### src/rtl/divider_pkg.sv
// Shared width, constants and operand type for the signed divider.
package divider_pkg;
  localparam int DATA_W = 16;
  localparam logic signed [DATA_W-1:0] MIN_NEG = {1'b1, {(DATA_W-1){1'b0}}};
  typedef logic signed [DATA_W-1:0] data_t;
endpackage

### src/rtl/divider_stage.sv
// One restoring-division step: shift in a dividend bit, subtract if it fits.
module divider_stage
  import divider_pkg::*;
#(
  parameter int M = DATA_W + 1
) (
  input  logic [M-1:0] rem_in,
  input  logic         bit_in,
  input  logic [M-1:0] div_mag,
  output logic [M-1:0] rem_out,
  output logic         q_bit
);
  logic [M:0] shifted;
  logic [M:0] trial;

  always_comb begin
    shifted = {rem_in, bit_in};
    trial   = shifted - {1'b0, div_mag};
    // Borrow out of the top bit means the divisor did not fit.
    q_bit   = ~trial[M];
    rem_out = q_bit ? trial[M-1:0] : shifted[M-1:0];
  end
endmodule

### src/rtl/divider.sv
// Signed divider: magnitude restoring array, sign fix-up, registered outputs.
module divider
  import divider_pkg::*;
#(
  parameter int DATA_W = divider_pkg::DATA_W
) (
  input  logic                     clk,
  input  logic                     rst_n,
  input  logic signed [DATA_W-1:0] Dividend,
  input  logic signed [DATA_W-1:0] Divisor,
  output logic signed [DATA_W-1:0] Quotient,
  output logic signed [DATA_W-1:0] Remain,
  output logic                     error
);
  localparam int M = DATA_W + 1;
  localparam logic [DATA_W-1:0] MIN_NEG_W = {1'b1, {(DATA_W-1){1'b0}}};

  logic [M-1:0]      a_ext, b_ext, a_mag, b_mag;
  logic [M-1:0]      rem_chain [DATA_W+1];
  logic [DATA_W-1:0] q_mag, r_lo;
  logic [DATA_W-1:0] q_next, r_next;
  logic              e_next, div_zero, overflow;

  always_comb begin
    a_ext = {Dividend[DATA_W-1], Dividend};
    b_ext = {Divisor[DATA_W-1], Divisor};
    a_mag = a_ext[M-1] ? -a_ext : a_ext;
    b_mag = b_ext[M-1] ? -b_ext : b_ext;
  end

  // The magnitude's top bit seeds the partial remainder so every bit is consumed.
  assign rem_chain[0] = {{DATA_W{1'b0}}, a_mag[DATA_W]};

  for (genvar i = 0; i < DATA_W; i++) begin : g_stage
    divider_stage #(.M(M)) u_stage (
      .rem_in  (rem_chain[i]),
      .bit_in  (a_mag[DATA_W-1-i]),
      .div_mag (b_mag),
      .rem_out (rem_chain[i+1]),
      .q_bit   (q_mag[DATA_W-1-i])
    );
  end

  always_comb begin
    div_zero = (Divisor == '0);
    overflow = (Dividend == MIN_NEG_W) && (Divisor == '1);
    r_lo     = rem_chain[DATA_W][DATA_W-1:0];
    q_next   = (Dividend[DATA_W-1] ^ Divisor[DATA_W-1]) ? -q_mag : q_mag;
    r_next   = Dividend[DATA_W-1] ? -r_lo : r_lo;
    e_next   = div_zero | overflow;
    // Overflow needs no override: the wrapped magnitude already reads as MIN_NEG.
    if (div_zero) begin
      q_next = '0;
      r_next = Dividend;
    end
  end

  always_ff @(posedge clk or negedge rst_n) begin
    if (!rst_n) begin
      Quotient <= '0;
      Remain   <= '0;
      error    <= 1'b0;
    end else begin
      Quotient <= q_next;
      Remain   <= r_next;
      error    <= e_next;
    end
  end
endmodule

### config.mk
export PLATFORM = sky130hd
export DESIGN_NAME = divider
export DESIGN_NICKNAME = d
export VERILOG_FILES = /design/src/rtl/divider_pkg.sv /design/src/rtl/divider_stage.sv /design/src/rtl/divider.sv
export SDC_FILE = /design/constraint.sdc
export NUM_CORES = 1
export LEC_CHECK = 0
export CORE_ASPECT_RATIO = 1.25
export CORE_UTILIZATION = 33
export CTS_CLUSTER_SIZE = 10
export DETAILED_ROUTE_END_ITERATION = 8
export GPL_TIMING_DRIVEN = 0
export PLACE_DENSITY_LB_ADDON = 0.2
export SYNTH_ARGS = -nofsm -noshare
export SYNTH_HDL_FRONTEND = slang
export SYNTH_SLANG_ARGS = --single-unit
### constraint.sdc
create_clock -name clk -period 0.8 [get_ports clk]
set_input_delay 0.16 -clock clk [delete_from_list [all_inputs] [get_ports clk]]
set_output_delay 0.16 -clock clk [all_outputs]
set_load 0.01 [all_outputs]
==> impl_metrics.env <==
export IMPL_outcome="complete, but fails checks"
export IMPL_violations="hold timing, setup timing"
export IMPL_final_common_cell="buf_4"
export IMPL_slowest_delay_ns=0.59
export IMPL_top_usage_layer="met2"
export IMPL_drc=0
export IMPL_finalHoldViolCount=33
export IMPL_syn_area_per_cell_sq_um=7.20
export IMPL_synth_ff_type="dfrtp_1"
export IMPL_placed_area_sq_um=20200
export IMPL_layout_nets=3323
export IMPL_setup_viol=66
export IMPL_grt_use_met2_pct=48.6
export IMPL_grt_max_degree=34
export IMPL_area_delta_synth_final_pct=51.5
export IMPL_drt_total_wl_um=69500
export IMPL_pin_count=67
export IMPL_async_reset_ff_share_pct=100
export IMPL_vias=20596
export IMPL_die_area_sq_um=53600
export IMPL_gp_congestion=0.891
export IMPL_track_usage_pct=24.7
export IMPL_clockBufferDepth=2
export IMPL_netlist_instances=2414
export IMPL_ys_types=100
export IMPL_clkTransAtPathRegs_ns=0.06
export IMPL_critPathKind="in2reg"
export IMPL_cpMostUsedCell="buf_4"
export IMPL_ys_ff_latch=33
export IMPL_synth_area_sq_um=17400
export IMPL_crit_path_max_fanout=10
export IMPL_port_buffers=60
export IMPL_design_area_sq_um=26300
export IMPL_hold_path_class="in2async"
export IMPL_relSlewSlack_pct=11.2
export IMPL_hpwl_um=48400
export IMPL_core_sq_um=51800
export IMPL_cts_tree="built"
export IMPL_grt_pass1_vias=20510
export IMPL_clkSinkCount=33
export IMPL_drtPass1Iterations=5
export IMPL_clockRootBuffer="clkbuf_16"
export IMPL_fill_cells=4813
export IMPL_multi_input_area_sq_um=18700
export IMPL_post_drt_wl_per_cell_um=18.9
export IMPL_rows=93
export IMPL_start_util_pct=33.6
export IMPL_ant_nets=0
export IMPL_final_setup_worst_slack_ns=-49.54
export IMPL_drive_above_1_share_pct=35.6
export IMPL_die_h_um=259
export IMPL_fin_crit_sh_pct=6290
export IMPL_fmax_mhz=19.9
export IMPL_final_cell_mix="buf_4, ha_1, nand2_1, nor2_1, a21oi_1"
export IMPL_drv_slew=0
export IMPL_layout_min_cycle_time_ns=50.34
export IMPL_final_util_pct=50.8
export IMPL_max_cap_violations=0
export IMPL_grt_use_met3_pct=2.00
export IMPL_grt_pass1_wl_um=107000
export IMPL_drt_iter0_markers=1008
export IMPL_yosysWarnings=0
export IMPL_worstMarginPinSlew_ns=1.33
export IMPL_synth_edf_count=0
export IMPL_seq_area_frac_synth_pct=4.75
export IMPL_cp_arrival_ns=50.51
export IMPL_worstPathRequired_ns=0.97
export IMPL_cp_slowest_cell="or4_4"
export IMPL_antenna_found_initial=0
export IMPL_critPathCaptureType="register"
export IMPL_whs_ns=-0.0587
export IMPL_global_route_usage_met1_pct=26.3
export IMPL_rsz0062_at_grt="true"
export IMPL_grt_overflow=0
export IMPL_pre_cts_slack_ns=-58.65
export IMPL_seq_area_sq_um=826
export IMPL_numCtsBuffers=5
export IMPL_via_per_inst=5.61
export IMPL_diodes=0
export IMPL_start_kind="input pin"
export IMPL_htree_levels=2
export IMPL_die_x_um=207
## metrics by stage
stage          setup TNS [ns]  instances  hold slack, ns
6_report             -1572.52       3674         -0.0587
5_1_grt              -1653.22       3674         0.00479
4_1_cts              -1570.28       3583         -0.0270
3_5_place_dp         -1855.70       3169           0.272
3_3_place_gp         -1895.18       3161           0.605
2_1_floorplan        -1507.39       2436          -0.136
## logic make-up after synthesis
| logic type | after synthesis | synth area share, % |
|---|---|---|
| compound gates | 788 | 29.8 |
| simple gates | 741 | 20.5 |
| fa+ha+maj | 284 | 21.1 |
| xor+xnor | 263 | 13.3 |
| buf+inv | 205 | 4.59 |
| mux | 98 | 6.03 |
| flops | 33 | 4.75 |
| other cells | 2 | 0.0432 |
## state kept, by name (all words and copies together) (netlist names)
register / flops
error: 1
Remain: 16
Quotient: 16
## cell type report
cell class	instances	share of cell area (%)
well taps	665	3.16
repair buffers	573	17.3
plain buffers	61	2.80
inverters	136	2.02
clock inverters	1	0.0190
flip-flops and latches	33	3.14
clock buffers	5	0.475
multi-input cells	2200	71.1
## metal layers
layer	routed length, um	part of all wire [%]
met1	27000	39
met3	2290	3.3
met5	0	0
met2	36600	53
met4	3730	5.4
## cell usage after synthesis (8+ instances only)
cell / instances / share of area (%)
a211oi_1: 18 / 0.78
a21boi_0: 20 / 0.86
a21o_1: 77 / 3.3
a21oi_1: 220 / 6.3
a221o_1: 9 / 0.52
a31oi_1: 12 / 0.43
and2_1: 21 / 0.76
and3_1: 20 / 0.72
buf_2: 11 / 0.32
clkbuf_1: 50 / 1.1
dfrtp_1: 33 / 4.8
fa_1: 16 / 1.8
ha_1: 263 / 19
inv_1: 135 / 2.9
mux2_2: 53 / 3.4
mux2i_1: 44 / 2.5
nand2_1: 215 / 4.6
nand2b_1: 37 / 1.3
nand3_1: 42 / 1.2
nand4_1: 8 / 0.29
nor2_1: 217 / 4.7
nor2b_1: 43 / 1.5
nor3_1: 47 / 1.4
nor4_1: 17 / 0.61
o211ai_1: 19 / 0.82
o21a_1: 35 / 1.5
o21ai_0: 166 / 4.8
o21ai_1: 11 / 0.32
o21bai_1: 51 / 2.2
o221ai_1: 11 / 0.55
o22ai_1: 9 / 0.32
o31ai_1: 28 / 1.2
o41ai_1: 9 / 0.45
or2_2: 12 / 0.43
or3_1: 17 / 0.61
or4_1: 8 / 0.35
xnor2_1: 156 / 7.9
xor2_1: 106 / 5.3
## critical path, delay by kind of cell
kind	cells	cell delay (ns)
mux	13	3.38
fa+ha+maj	16	4.07
xor+xnor	8	1.55
buf+inv	64	8.58
compound gates	141	24.14
simple gates	58	8.50
## worst paths after layout
check,slack (ns),to,startpoint
max,-49.54,Remain[10],Divisor[7]
min,-0.06,error,rst_n
max in group asynchronous,0.33,Quotient[2],rst_n
min in group clk,0.15,Remain[12],Dividend[12]
## repair_timing
action,4_1_cts,5_1_grt
gates resized for setup,435,270
pin swaps,245,261
endpoints found under the hold margin,33,0
cloned,2,2
buffers inserted,412,107
endpoints found under the setup margin,66,66
Power is not shown: default switching activity piles up to over one toggle a cycle in this logic, so the estimate is an artifact.
